===== config.mk =====
export PLATFORM = sky130hd
export DESIGN_NAME = minimac2_phy_tx
export DESIGN_NICKNAME = d
export VERILOG_FILES = /design/src/rtl/minimac2_phy_tx.sv
export SDC_FILE = /design/constraint.sdc
export NUM_CORES = 1
export LEC_CHECK = 0
export CAP_MARGIN = 20
export CORE_MARGIN = 8
export CORE_UTILIZATION = 60
export CTS_CLUSTER_SIZE = 30
export DETAILED_ROUTE_END_ITERATION = 16
export PLACE_DENSITY_LB_ADDON = 0.05
export REMOVE_ABC_BUFFERS = 1
export SYNTH_ARGS = -nofsm -noshare
export SYNTH_HDL_FRONTEND = slang
export SYNTH_SLANG_ARGS = --single-unit

===== constraint.sdc =====
create_clock -name phy_clk -period 5 [get_ports phy_clk]
set_input_delay 1 -clock phy_clk [delete_from_list [all_inputs] [get_ports phy_clk]]
set_output_delay 1 -clock phy_clk [all_outputs]
set_load 0.1 [all_outputs]

===== src/rtl/minimac2_phy_tx.sv =====
// MII transmit engine: streams one frame from the packet buffer as
// preamble/SFD, payload nibbles and the Ethernet FCS, then holds the gap.
module minimac2_phy_tx #(
   parameter int unsigned IFG_CYCLES = 24
) (
   input  logic        phy_clk,
   input  logic        phy_rst_n,
   input  logic        tx_start,
   input  logic [10:0] tx_count,
   output logic        tx_busy,
   output logic        tx_done,
   output logic [10:0] phy_adr_o,
   input  logic [7:0]  phy_dat_i,
   output logic        phy_tx_en,
   output logic [3:0]  phy_tx_data
);

   localparam int unsigned CW = (IFG_CYCLES > 16) ? $clog2(IFG_CYCLES) : 4;
   localparam logic [CW-1:0] IFG_LAST = CW'(IFG_CYCLES - 2);

   typedef enum logic [2:0] {
      IDLE,
      PREAMBLE,
      DATA,
      CRC,
      IFG
   } state_e;

   state_e        state_q, state_d;
   logic [CW-1:0] cnt_q, cnt_d;
   logic [10:0]   byte_q, byte_d;
   logic          nib_q, nib_d;
   logic [10:0]   count_q, count_d;
   logic [10:0]   adr_q, adr_d;
   logic [31:0]   crc_q, crc_d;
   logic [3:0]    hold_q, hold_d;
   logic          tx_en_q, tx_en_d;
   logic [3:0]    tx_data_q, tx_data_d;
   logic          busy_q, busy_d;
   logic          done_q, done_d;

   logic          cap;
   logic [11:0]   cap_idx;
   logic [11:0]   cap_next;
   logic [31:0]   fcs_sh;

   function automatic logic [31:0] crc_byte(input logic [31:0] c, input logic [7:0] d);
      logic [31:0] r;
      r = c ^ {24'h0, d};
      for (int unsigned i = 0; i < 8; i++) begin
         r = r[0] ? ((r >> 1) ^ 32'hEDB8_8320) : (r >> 1);
      end
      return r;
   endfunction

   always_comb begin
      state_d   = state_q;
      cnt_d     = cnt_q;
      byte_d    = byte_q;
      nib_d     = nib_q;
      count_d   = count_q;
      adr_d     = adr_q;
      crc_d     = crc_q;
      hold_d    = hold_q;
      tx_en_d   = tx_en_q;
      tx_data_d = tx_data_q;
      busy_d    = busy_q;
      done_d    = 1'b0;
      cap       = 1'b0;
      cap_idx   = '0;
      cap_next  = '0;
      fcs_sh    = (~crc_q) >> {cnt_q[2:0] + 3'd1, 2'b00};

      case (state_q)
         IDLE: begin
            if (tx_start) begin
               count_d = tx_count;
               byte_d  = '0;
               nib_d   = 1'b0;
               crc_d   = '1;
               adr_d   = '0;
               busy_d  = 1'b1;
               if (tx_count != 11'd0) begin
                  state_d   = PREAMBLE;
                  cnt_d     = '0;
                  tx_en_d   = 1'b1;
                  tx_data_d = 4'h5;
               end else begin
                  // Empty frame: jump to the final gap cycle so done follows next edge.
                  state_d = IFG;
                  cnt_d   = IFG_LAST;
               end
            end
         end
         PREAMBLE: begin
            if (cnt_q == CW'(15)) begin
               state_d = DATA;
               nib_d   = 1'b0;
               cap     = 1'b1;
               cap_idx = '0;
            end else begin
               cnt_d     = cnt_q + CW'(1);
               tx_data_d = (cnt_q == CW'(14)) ? 4'hD : 4'h5;
            end
         end
         DATA: begin
            if (!nib_q) begin
               nib_d     = 1'b1;
               tx_data_d = hold_q;
            end else if (({1'b0, byte_q} + 12'd1) == {1'b0, count_q}) begin
               state_d   = CRC;
               cnt_d     = '0;
               tx_data_d = ~crc_q[3:0];
            end else begin
               nib_d   = 1'b0;
               cap     = 1'b1;
               cap_idx = {1'b0, byte_q} + 12'd1;
            end
         end
         CRC: begin
            if (cnt_q == CW'(7)) begin
               state_d   = IFG;
               cnt_d     = '0;
               tx_en_d   = 1'b0;
               tx_data_d = 4'h0;
            end else begin
               cnt_d     = cnt_q + CW'(1);
               tx_data_d = fcs_sh[3:0];
            end
         end
         IFG: begin
            if (cnt_q == IFG_LAST) begin
               state_d = IDLE;
               busy_d  = 1'b0;
               done_d  = 1'b1;
               adr_d   = '0;
            end else begin
               cnt_d = cnt_q + CW'(1);
            end
         end
         default: state_d = IDLE;
      endcase

      // Byte arrives one cycle after its address; the next address is issued
      // as each byte is captured, stopping at the last byte of the frame.
      if (cap) begin
         cap_next  = cap_idx + 12'd1;
         byte_d    = cap_idx[10:0];
         tx_data_d = phy_dat_i[3:0];
         hold_d    = phy_dat_i[7:4];
         crc_d     = crc_byte(crc_q, phy_dat_i);
         if (cap_next < {1'b0, count_q}) begin
            adr_d = cap_next[10:0];
         end
      end
   end

   always_ff @(posedge phy_clk) begin
      if (!phy_rst_n) begin
         state_q   <= IDLE;
         cnt_q     <= '0;
         byte_q    <= '0;
         nib_q     <= 1'b0;
         count_q   <= '0;
         adr_q     <= '0;
         crc_q     <= '1;
         hold_q    <= '0;
         tx_en_q   <= 1'b0;
         tx_data_q <= '0;
         busy_q    <= 1'b0;
         done_q    <= 1'b0;
      end else begin
         state_q   <= state_d;
         cnt_q     <= cnt_d;
         byte_q    <= byte_d;
         nib_q     <= nib_d;
         count_q   <= count_d;
         adr_q     <= adr_d;
         crc_q     <= crc_d;
         hold_q    <= hold_d;
         tx_en_q   <= tx_en_d;
         tx_data_q <= tx_data_d;
         busy_q    <= busy_d;
         done_q    <= done_d;
      end
   end

   assign tx_busy     = busy_q;
   assign tx_done     = done_q;
   assign phy_adr_o   = adr_q;
   assign phy_tx_en   = tx_en_q;
   assign phy_tx_data = tx_data_q;

endmodule

==> results.md <==
Floorplan:
- For this configuration, the core starts out at a cell density of 0.616.
- The floorplan step defined a die boundary enclosing 12900 sq um.
- The die is 113 microns wide.
- The floorplan has 35 rows.
- In this run the vertical extent of the chip is 113 microns.
- Pin placement for this block handled 40 I/O pins.
- The floorplan core area is 9240 sq um.

Route:
- The first detailed-routing pass took 5 iterations.
- The final wirelength is 14900 microns.
- In the final routing, the length of wire on met1 measures 6220 microns.
- In the detailed route, the total length drawn on met2 is 7620 microns.
- The mean routed wirelength per cell is 17.9 microns.
- The detail route stage leaves a number of antenna-violating nets equal to 0.
- After detailed routing, the number of vias per cell comes to 6.02.
- After detailed routing, the met3 layer carries 539 microns of wire.
- Detailed routing inserted a total of 5040 vias.
- The violation count after the first detailed-route iteration is 341.
- The number of DRC violations after detailed routing is 0.
- In this run the top signal layer used is met4.

Finish:
- Registers take 1700 sq um.
- The share of post-route cells with drive strength above 1 is 0.0847.
- The multi-input combinational cells in the finished layout cover a total of 3710 sq um.
- The count of placed standard cells in the final layout, fillers left out is 837.
- The layout has 779 filler cells.
- For this run, the post-layout net count is 741.
- Summing all non-filler instances in the final layout gives an area of 6390 sq um.
- The antenna cell count is 0.
- The area overhead of the layout relative to synthesis is 12.3%.

Synth:
- The synthesized cell area is 5690 sq um.
- Of all flip-flops after synthesis, the portion carrying an async set or reset was 0.
- In the synthesized netlist the dominant register cell turns out to be dfxtp_1.
- Synthesis handed over a netlist of 682 instances.
- The yosys synthesis warning count is 0.
- Yosys instantiated no cell more often than nand2_1.
- The per-instance average area after synthesis is 8.35 sq um.
- The portion of synthesized cell area occupied by the leading cell type is 0.299.
- dfxtp_1 takes more of the synthesized area than any other cell.
- Yosys mapped a number of flops with a built-in enable equal to 0.
- The register bit total from synthesis is 85.
- By area the synthesized netlist is led by dfxtp_1, xnor2_1, nand2_1, mux2i_1, a21oi_1.
- The number of distinct library cells after synthesis is 63.
- The sequential-to-total area share from yosys stat is 0.299.
- Ranked by instance count, the synthesized netlist is headed by nand2_1, dfxtp_1, xnor2_1, nor2_1, a21oi_1.

Critical path:
- The kind of end point of the critical path is a register.
- The setup path with the least slack is of type register to register.
- STA puts the critical path data required time at 5.25 ns.
- Setup slack on the worst reg-to-reg path comes out at 0.28 ns.
- The worst register-to-register path ends at phy_adr_o[8]$_SDFF_PN0_.
- The source of the worst register-to-register timing path is byte_q[4]$_SDFFE_PN0P_.
- The largest driver fanout on the critical path is 13.
- The kind of start point of the critical path is a register.
- For the worst setup path, the data arrival time is 4.97 ns.
- The number of cells on the worst reg-to-reg path is 21.

Clocking:
- The clock reaches the later pin of the worst-skew pair after 0.36 ns.
- Clock-pin slew was measured on the worst setup and hold paths at 0.09 ns.
- The deepest level of the CTS H-tree is 3.
- TritonCTS built the clock tree.
- In this run, CTS created clock tree buffers numbering 9.
- CTS saw 85 sinks.
- CTS placed an instance of clkbuf_8 at the clock tree root.
- The worst-case clock buffer depth is 2.

Placed design:
- The detailed placer's ending HPWL is 10900 microns.
- After detailed placement, the total cell area comes to 6120 sq um.
- At the placement stage, the worst setup path has a slack of -0.0140 ns.
- The number of port buffers is 39.
- The post-placement cell count is 819.
- At the end of routability-driven placement, the weighted congestion stood at 0.908.

Global route:
- In the global route stage, overall resource usage came out at 0.241.
- The initial antenna violation count was 0.
- The number of global-route vias before repair came to 5055.
- For this run the aggregate overflow at the end of global routing stands at 0.
- The first-pass GRT wire length is 24900 microns.
- The pin count of the biggest net entering global routing is 75.

Pwr:
- The switching part of the total is 0.276.
- The relative contribution of combinational cells to total power is 0.170.
- Power spread over the standard cell area amounts to 234 nW/um^2.
- Of the total power, the clock network draws 0.361.
- The standby leakage power is 2.24 nW.
- The sum of internal, switching and leakage power is 1.50 mW.
- The analysis attributes to net switching a power of 0.412 mW.
- The proportion of power drawn by flip-flops and latches is 0.469.
- The internal portion of the total power is 1.08 mW.
- The worst-case vdd ir drop is 160 uV.

Timing:
- The worst clock skew is 0.0177 ns.
- Measured against its own limit, the worst slew margin works out to 0.341.
- The post-layout minimum cycle time is 4.72 ns.
- The final count of hold timing violations is 0.
- The maximum achievable frequency is 212 MHz.
- The worst path meets setup with 0.276 ns of slack.
- The number of pins with negative max-slew slack in the final report was 0.
- The final count of negative-setup-slack endpoints is 0.
- The sum of negative setup slack is 0 ns.
- At the pin with the least slew margin, the transition time is 0.985 ns.
- The share of the cycle needed by the critical path after routing is 0.945.

Hold path:
- The startpoint of the lowest-slack hold path is phy_adr_o[4]$_SDFF_PN0_.
- The hold path depth is 2.
- The path with the worst hold slack has its endpoint at phy_adr_o[4]$_SDFF_PN0_.
- The classification of the worst-slack hold path is register to register.

Flow run:
- The tool flagged a number of max-cap violations equal to 0.

Outcome:
- The flow ran to the end, and the final reports show no timing, DRC or antenna violations.
final cells by class:
class,count,share of cell area
clock buffers,11,0.0221
clock inverters,4,0.0114
inverters,19,0.0112
multi-input cells,531,0.580
flip-flops and latches,85,0.267
well taps,129,0.0252
repair buffers,58,0.0834
per-stage QoR:
stage	hold slack (ns)	util
after floorplan	0.436	-
after global placement	0.443	0.663
after detailed placement	0.449	0.663
after CTS	0.462	0.687
after global routing	0.477	0.692
final	0.462	0.692
worst max path at each step:
stage                                     endpoint  cells past startpoint              startpoint
after floorplan            phy_adr_o[0]$_SDFF_PN0_                     19  byte_q[0]$_SDFFE_PN0P_
after global placement     phy_adr_o[4]$_SDFF_PN0_                     20  byte_q[1]$_SDFFE_PN0P_
after detailed placement   phy_adr_o[8]$_SDFF_PN0_                     20  byte_q[1]$_SDFFE_PN0P_
after CTS                  phy_adr_o[8]$_SDFF_PN0_                     17  byte_q[1]$_SDFFE_PN0P_
after global routing      phy_adr_o[10]$_SDFF_PN0_                     20  byte_q[4]$_SDFFE_PN0P_
final                      phy_adr_o[8]$_SDFF_PN0_                     21  byte_q[4]$_SDFFE_PN0P_
layer usage:
metal / track usage / vias to the layer above
met3: 0.0370 / 36
met4: 0.134 / 0
li1: - / 2439
met5: 0 / -
met2: 0.423 / 134
met1: 0.274 / 2431
timing repair:
item                       CTS  global route
setup endpoints to repair   11            11
pin swaps                    0             1
cloned                       0             0
gates resized for setup      1             5
hold buffers                 0             0
setup buffers                0             3
cells in the final DEF, fill, tap and decap left out, types with 3 or more instances in the layout:
cell,count
nand2_1,91
dfxtp_1,83
xnor2_1,74
nor2_1,48
clkdlybuf4s50_1,39
a21oi_1,38
or3_1,27
a21o_1,23
mux2i_1,22
o21ai_0,19
xor2_1,19
buf_4,19
inv_1,18
o211ai_1,18
nand3_1,15
ha_1,15
clkbuf_8,10
nor3_1,9
and3_1,8
mux4_2,8
nand2b_1,7
nor4_1,7
nand4_1,6
nor2b_1,5
a211oi_1,5
a22oi_1,5
nor3b_1,4
o21a_1,4
and4_1,3
o211a_1,3
a31oi_1,3
mux2_2,3
a311oi_1,3
cells by family (layout without fill, tap and decap cells):
| kind of cell | after synthesis | after routing | share of synthesized area |
|---|---|---|---|
| multiplexers | 33 | 33 | 0.0763 |
| adder cells (fa/ha/maj) | 15 | 15 | 0.0330 |
| buffers and inverters | 66 | 92 | 0.0563 |
| XOR/XNOR | 96 | 96 | 0.153 |
| AND/OR/NAND/NOR | 244 | 244 | 0.209 |
| AO/OA/AOI/OAI | 143 | 143 | 0.174 |
| flip-flops | 85 | 85 | 0.299 |
power groups by stage:
stage / clock network [mW] / logic (mW) / registers, mW
CTS: 0.551 / 0.253 / 0.702
finish: 0.540 / 0.254 / 0.703
floorplan: 0 / 0.159 / 0.733
global placement: 0 / 0.249 / 0.718
global route: 0.575 / 0.276 / 0.704
detailed placement: 0 / 0.251 / 0.718
critical path: stages, from the launching register on:
cell	delay (ns)
dfxtp_1	0.59
nand2_1	0.24
buf_4	0.22
o211a_1	0.20
nor4_1	0.31
o2111ai_1	0.22
a2111oi_4	0.33
buf_4	0.23
or2_1	0.13
nor2_1	0.06
ha_1	0.23
o21ai_0	0.14
a21oi_1	0.13
xnor2_1	0.19
nor2_1	0.07
ha_1	0.29
a21o_1	0.16
a21oi_1	0.15
o221a_2	0.23
o2111ai_4	0.14
buf_4	0.21
mux2i_1	0.12
registers in the layout, summed over array words and instances (netlist names):
register     count
count_q         11
crc_q           32
cnt_q            5
phy_adr_o       11
hold_q           4
nib_q            1
tx_busy          1
phy_tx_en        1
phy_tx_data      4
tx_done          1
byte_q          11
state_q          3
Note: power is estimated with default switching activity, not from simulation.
